## config.mk

```make
export PLATFORM = sky130hd
export DESIGN_NAME = router_scheduler
export DESIGN_NICKNAME = d
export VERILOG_FILES = /design/src/rtl/router_scheduler.sv
export SDC_FILE = /design/constraint.sdc
export NUM_CORES = 1
export LEC_CHECK = 0
export CAP_MARGIN = 10
export CELL_PAD_IN_SITES_DETAIL_PLACEMENT = 1
export CELL_PAD_IN_SITES_GLOBAL_PLACEMENT = 1
export CORE_UTILIZATION = 38
export CTS_BUF_LIST = sky130_fd_sc_hd__clkbuf_2
export DETAILED_ROUTE_END_ITERATION = 8
export PLACE_DENSITY_LB_ADDON = 0.1
export SLEW_MARGIN = 20
export SYNTH_ARGS = -nofsm -noshare
export SYNTH_HDL_FRONTEND = slang
export SYNTH_SLANG_ARGS = --single-unit
```

## constraint.sdc

```tcl
create_clock -name i_clk -period 2.8 [get_ports i_clk]
set_input_delay 0.56 -clock i_clk [delete_from_list [all_inputs] [get_ports i_clk]]
set_output_delay 0.56 -clock i_clk [all_outputs]
set_load 0.01 [all_outputs]
```

## src/rtl/router_scheduler.sv

```systemverilog
// Layer scheduler coordinating the weight router, input router and systolic array.
// Walks each weight tile through load, run/feed contexts and a clear step until the layer completes.
module router_scheduler #(
  parameter int ADDR_WIDTH = 8,
  parameter int CNT_WIDTH  = 8
) (
  input  logic                 i_clk,
  input  logic                 i_rst,
  input  logic                 i_start,
  input  logic                 i_abort,
  input  logic [CNT_WIDTH-1:0] i_num_wtiles,
  input  logic                 i_wr_loaded,
  input  logic                 i_ir_ready,
  input  logic                 i_ir_context_done,
  input  logic                 i_ir_done,
  input  logic                 i_sa_ready,
  output logic                 o_ir_en,
  output logic                 o_ir_reg_clear,
  output logic                 o_ir_pop_en,
  output logic                 o_wr_load,
  output logic                 o_wr_reuse,
  output logic                 o_busy,
  output logic                 o_done,
  output logic [CNT_WIDTH-1:0] o_wtile_idx,
  output logic [CNT_WIDTH-1:0] o_ctx_count,
  output logic [2:0]           o_state
);

  if (ADDR_WIDTH < 1) begin : g_bad_addr_width
    $error("ADDR_WIDTH must be at least 1");
  end

  typedef enum logic [2:0] {
    S_IDLE  = 3'd0,
    S_WLOAD = 3'd1,
    S_RUN   = 3'd2,
    S_FEED  = 3'd3,
    S_NEXT  = 3'd4,
    S_DONE  = 3'd5
  } state_e;

  state_e               state_q, state_d;
  logic [CNT_WIDTH-1:0] num_q, num_d;
  logic [CNT_WIDTH-1:0] wtile_q, wtile_d;
  logic [CNT_WIDTH-1:0] ctx_q, ctx_d;
  logic                 wr_load_q, wr_load_d;
  logic                 wr_reuse_q, wr_reuse_d;
  logic                 reg_clear_q, reg_clear_d;
  logic                 done_q, done_d;

  always_ff @(posedge i_clk or posedge i_rst) begin
    if (i_rst) begin
      state_q     <= S_IDLE;
      num_q       <= '0;
      wtile_q     <= '0;
      ctx_q       <= '0;
      wr_load_q   <= 1'b0;
      wr_reuse_q  <= 1'b0;
      reg_clear_q <= 1'b0;
      done_q      <= 1'b0;
    end else begin
      state_q     <= state_d;
      num_q       <= num_d;
      wtile_q     <= wtile_d;
      ctx_q       <= ctx_d;
      wr_load_q   <= wr_load_d;
      wr_reuse_q  <= wr_reuse_d;
      reg_clear_q <= reg_clear_d;
      done_q      <= done_d;
    end
  end

  // Pulse outputs are set on the transition so they appear in the first cycle of the target state.
  always_comb begin
    state_d     = state_q;
    num_d       = num_q;
    wtile_d     = wtile_q;
    ctx_d       = ctx_q;
    wr_load_d   = 1'b0;
    wr_reuse_d  = 1'b0;
    reg_clear_d = 1'b0;
    done_d      = 1'b0;
    if (state_q != S_IDLE && i_abort) begin
      state_d     = S_IDLE;
      reg_clear_d = 1'b1;
    end else begin
      case (state_q)
        S_IDLE: begin
          if (i_start) begin
            num_d     = (i_num_wtiles == '0) ? CNT_WIDTH'(1) : i_num_wtiles;
            wtile_d   = '0;
            ctx_d     = '0;
            wr_load_d = 1'b1;
            state_d   = S_WLOAD;
          end
        end
        S_WLOAD: if (i_wr_loaded) state_d = S_RUN;
        S_RUN:   if (i_ir_ready) state_d = S_FEED;
        S_FEED: begin
          // End of pass outranks a coincident context boundary.
          if (i_ir_done) begin
            state_d     = S_NEXT;
            reg_clear_d = 1'b1;
          end else if (i_ir_context_done) begin
            ctx_d      = ctx_q + CNT_WIDTH'(1);
            wr_reuse_d = 1'b1;
            state_d    = S_RUN;
          end
        end
        S_NEXT: begin
          if (wtile_q == num_q - CNT_WIDTH'(1)) begin
            state_d = S_DONE;
            done_d  = 1'b1;
          end else begin
            wtile_d   = wtile_q + CNT_WIDTH'(1);
            ctx_d     = '0;
            wr_load_d = 1'b1;
            state_d   = S_WLOAD;
          end
        end
        S_DONE:  state_d = S_IDLE;
        default: state_d = S_IDLE;
      endcase
    end
  end

  assign o_ir_en        = (state_q == S_RUN) || (state_q == S_FEED);
  assign o_ir_pop_en    = (state_q == S_FEED) && i_sa_ready && !i_ir_done;
  assign o_ir_reg_clear = reg_clear_q;
  assign o_wr_load      = wr_load_q;
  assign o_wr_reuse     = wr_reuse_q;
  assign o_busy         = (state_q != S_IDLE);
  assign o_done         = done_q;
  assign o_wtile_idx    = wtile_q;
  assign o_ctx_count    = ctx_q;
  assign o_state        = state_q;

endmodule

```

# Word-level counts from Yosys, hierarchy flattened
# Cells that the tools add are included.
word_totals:
  out_inout_bits: 26
  inputBits: 17
  wordCells: 69
  mem_bits_ro: 0
  mem_count: 0
  reg_bits: 31
  latchBits: 0
  ramBits: 0
op_classes:
  n_reduce_logical: 14
  add_sub_neg: 3
  n_bitwise: 1
  div_mod_pow: 0
  shift: 0
  multipliers: 0
  magnitude_cmp: 0
  mux: 30
  eq_ne: 13
ops:
  columns: ["op", "n"]
  rows:
  - ["$mux 8", 6]
  - ["$pmux 8 s3", 1]
  - ["$mux 3", 7]
  - ["$add 8x1->8 const B", 2]
  - ["$pmux 8 s2", 1]
  - ["$pmux 3 s5", 1]
  - ["$mux 1", 13]
  - ["$ne 3x3->1 const B", 3]
  - ["$eq 8x8->1", 1]
  - ["$logic_not 8->1", 1]
  - ["$ne 2x2->1 const B", 4]
  - ["$reduce_and 4->1", 2]
  - ["$sub 8x1->8 const B", 1]
  - ["$eq 3x2->1 const B", 2]
  - ["$reduce_and 6->1", 1]
  - ["$reduce_bool 3->1", 2]
  - ["$ne 4x4->1 const B", 1]
  - ["$eq 3x1->1 const B", 1]
  - ["$eq 3x3->1 const B", 1]
  - ["$logic_and 1x1->1", 3]
  - ["$logic_not 3->1", 1]
  - ["$reduce_and 3->1", 1]
  - ["$pmux 1 s2", 1]
  - ["$reduce_bool 2->1", 1]
  - ["3 further kinds", 3]

# Logic depth before layout (Yosys ltp)
logic_depth:
  ltp_word: 5
  mapped_depth: 10
  ltp_nobuf: 8

# Least setup slack after synthesis
# No wires, ideal clock.
synth_path:
  path_type: "reg2reg"
  start: "register num_q[2]"
  end: "register wtile_q[3] (netlist: o_wtile_idx[3])"
  arrival_time_ns: 2.424
  t_required_ns: 2.722
  setup_time_ns: 0.078
  path_stages_with_launch: 9
  slack_ns: 0.298
  cell_sequence: "dfrtp_1 -> buf_6 -> or4_4 -> or3_1 -> and4b_1 -> and4_4 -> buf_6 -> or4_1 -> a21oi_1"
synth_between:
  elab_chain_len: 4
synth_rtl:
  columns: ["element", "line", "source"]
  rows:
  - ["from (decl)", "43", "logic [CNT_WIDTH-1:0] num_q, num_d;"]
  - ["from (signal assigned)", "63", "num_q <= num_d;"]
  - ["$sub 8x1->8", "111", "if (wtile_q == num_q - CNT_WIDTH'(1)) begin"]
  - ["$eq 8x8->1", "111", null]
  - ["$ne 2x2->1 (no line)", null, null]
  - ["$reduce_and 4->1 (no line)", null, null]
  - ["to (signal assigned)", "64", "wtile_q <= wtile_d;"]
  - ["to (decl)", "44", "logic [CNT_WIDTH-1:0] wtile_q, wtile_d;"]
# No other way between the ends.
# A chain may end at the register's enable or synchronous reset.

# Final worst setup path
layout_path:
  start: "register num_q[3]"
  end: "register wtile_q[3] (netlist: o_wtile_idx[3])"
# The elaborated chain is that of the path after synthesis.

==> impl_results.md <==
* CP arrival at 2.87 ns
* First-pass GRT wire length at 8240 µm
* Worst R2R Path Depth at 6
* Total gr overflow at 0
* Largest family of logic cells by synthesized area: simple AND/OR/NAND/NOR gates
* TritonCTS clock tree: yes
* Adder-cell share of the synthesized area at 0.0208
* Vias at 1749
* CP Launch Type: flip-flop
* Placed cells at 306
* Critical Path Fanout Max at 17
* N_diodes at 0
* Multiplexer share of the synthesized area at 0.0118
* Synthesis-to-finish area growth at 28.9%
* Vias in the first global route at 1770
* Relative slew slack at 0.627
* Routed WL at 4840 µm
* Sw frac at 0.413
* Die W at 71.0 µm
* Cells after synthesis at 215
* Simple-gate portion of the synthesized area at 0.311
* Cell row count at 24
* Fill count at 546
* Core Area at 4470 µm²
* Clk root buf: clkbuf_2
* Synth area leader: dfrtp_1
* Gr usage total at 0.209
* Post-synth net total at 235
* Largest net degree at the start of global routing at 32
* Final worst path period need at 2.56 ns
* RePlAce Congestion at 0.859
* RSZ-0062 raised after global routing: false
* Kind of critical path: reg2reg
* Initial core utilization at 0.404
* P_leak at 0.000991 µW
* Clock power frac at 0.140
* Synth cell types at 38
* Total power at 1520 µW
* Final core utilization at 0.521
* Syn Std Cell Area at 1810 µm²
* Hold-fix buffers at CTS at 0
* Post-Syn Area per Cell at 8.40 µm²
* Status: complete, but fails checks
* Worst-skew pair later-pin latency at 0.37 ns
* Slew @ Worst Pin at 0.553 ns
* Pwr dens at 651 nW/µm²
* I/O pins at 43
* Net Sw Power at 626 µW
* Post-CTS setup buffers at 0
* H-tree depth at 2
* Number of port buffers at 42
* Count leader, synth: nand2_1
* Resized cells post-CTS at 0
* Sum Neg Setup Slack at 0 ns
* Clock tree buffer depth at 2
* Layout Cells excl Fill at 314
* Yosys top cell area share at 0.429
* Chip Height at 71.0 µm
* Clk pin slew, worst setup/hold paths at 0.17 ns
* Clk_skew at 0.0155 ns
* Failing checks: design-rule violations
* Layout cells sized above 1 at 0.0725
* Sequential share of power at 0.422
* Endpoints failing hold at 0
* Synth cell count leaders: nand2_1 (33), dfrtp_1 (31), o21ai_0 (22)
* Critical Path Sink Type: flip-flop
* Post-Synth XOR/XNOR Area at 0.0436
* Total number of clock tree sinks at 31
* Yosys reg bits at 31
* Compound-Gate Fraction of Synth Area at 0.142
* Initial antenna violation count at 0
* Power share of the combinational group at 0.437
* Ys Warns at 0
* Max-cap violations at 0
* Final nets at 281
* Ranking of synthesized cells by area: dfrtp_1 (43%), nand2_1 (6.9%), o21ai_0 (6.1%)
* Synth Flop Type: dfrtp_1
* Vias/cell at 5.57
* Final Max Tran Viols at 0
* Final Hold Slack at 0.520 ns
* Routed Antenna Nets at 0
* Iter 0 DRT Violations at 82
* Min-Delay Path Class: reg2reg
* DR WL/cell at 15.4 µm
* EDFF count, synth at 0
* Setup violations, final at 0
* Drt first pass iters at 8
* Cts bufs inserted at 5
* Register area share after synthesis at 0.429
* WHS Path Cells at 2
* Tcrit/Tclk final at 0.913
* Data required time of the critical path at 3.11 ns
* Asr flop ratio synth at 1.00
* Max VDD drop at 0.314 mV
* Internal at 891 µW
* Full die area at 5030 µm²
* Max Fclk at 0.391 GHz
* HPWL after DPL at 3580 µm
* Remaining DRCs at 2
final timing paths:
path	start	to	slack [ns]
max in group asynchronous	i_rst	num_q[6]	1.95
min in group asynchronous	i_rst	o_wtile_idx[5]	0.54
max reg2reg	num_q[3]	o_wtile_idx[3]	0.24
min reg2reg	num_q[7]	num_q[7]	0.52
max	num_q[3]	o_wtile_idx[3]	0.24
min	num_q[7]	num_q[7]	0.52
layer usage:
| layer | GRT usage | share of wire |
|---|---|---|
| met1 | 0.265 | 0.46 |
| met2 | 0.357 | 0.49 |
| met3 | 0.0413 | 0.029 |
| met4 | 0.0711 | 0.021 |
| met5 | 0 | 0 |
state kept, by name (all words and copies together) (netlist names):
| signal | cells |
|---|---|
| num_q | 8 |
| o_ir_reg_clear | 1 |
| o_done | 1 |
| o_wr_reuse | 1 |
| o_wtile_idx | 8 |
| o_wr_load | 1 |
| o_state | 3 |
| o_ctx_count | 8 |
power by group through the flow:
stage               clock (µW)  combinational (µW)  sequential, µW
floorplan                    0                 447             609
global placement             0                 642             651
detailed placement           0                 660             651
CTS                        225                 668             642
global route               241                 736             657
finish                     213                 664             640
placed cells by master, fill, tap and decap left out, types with 2 or more instances in the layout:
master,n
dfrtp_1,31
nand3_1,10
or4_1,7
or2_2,2
o21ai_1,2
nand2b_1,2
and3_1,4
nor2_1,17
a21oi_1,13
o31ai_1,4
xnor2_1,4
buf_4,7
clkdlybuf4s50_1,42
nor4_1,3
o21ai_0,22
clkinv_1,2
inv_1,6
xor2_1,5
nand4_1,2
nor3_1,6
nor2b_1,3
nand2_1,33
ha_1,3
or3_1,11
clkbuf_2,6
critical path: stages, from the launching register on:
cell	delay, ns
dfrtp_1	0.48
or4_4	0.54
or3_1	0.34
and4b_1	0.25
and4_4	0.26
or4_1	0.49
a21oi_1	0.15
through the flow:
stage	cell area, µm²	worst slack [ns]
after floorplan	1810	0.298
after global placement	2290	0.108
after detailed placement	2290	-0.0550
after CTS	2330	0.223
after global routing	2330	0.137
final	2330	0.243
area by class of cell:
cell class                      count  area [µm²]  share of cell area
Tap cell                           52        65.1              0.0279
Clock inverter                      2        7.51             0.00322
Timing Repair Buffer               49         473               0.203
Clock buffer                        6        30.0              0.0129
Sequential cell                    31         776               0.333
Multi-Input combinational cell    168         956               0.410
Inverter                            6        22.5             0.00967
cell families (layout without fill, tap and decap cells):
family	after synthesis	in the layout
AND/OR/NAND/NOR	108	108
AO/OA/AOI/OAI	46	46
flip-flops	31	31
buffers and inverters	16	63
XOR/XNOR	9	9
adder cells (fa/ha/maj)	3	3
multiplexers	2	2
Note: power is estimated with default switching activity, not from simulation.
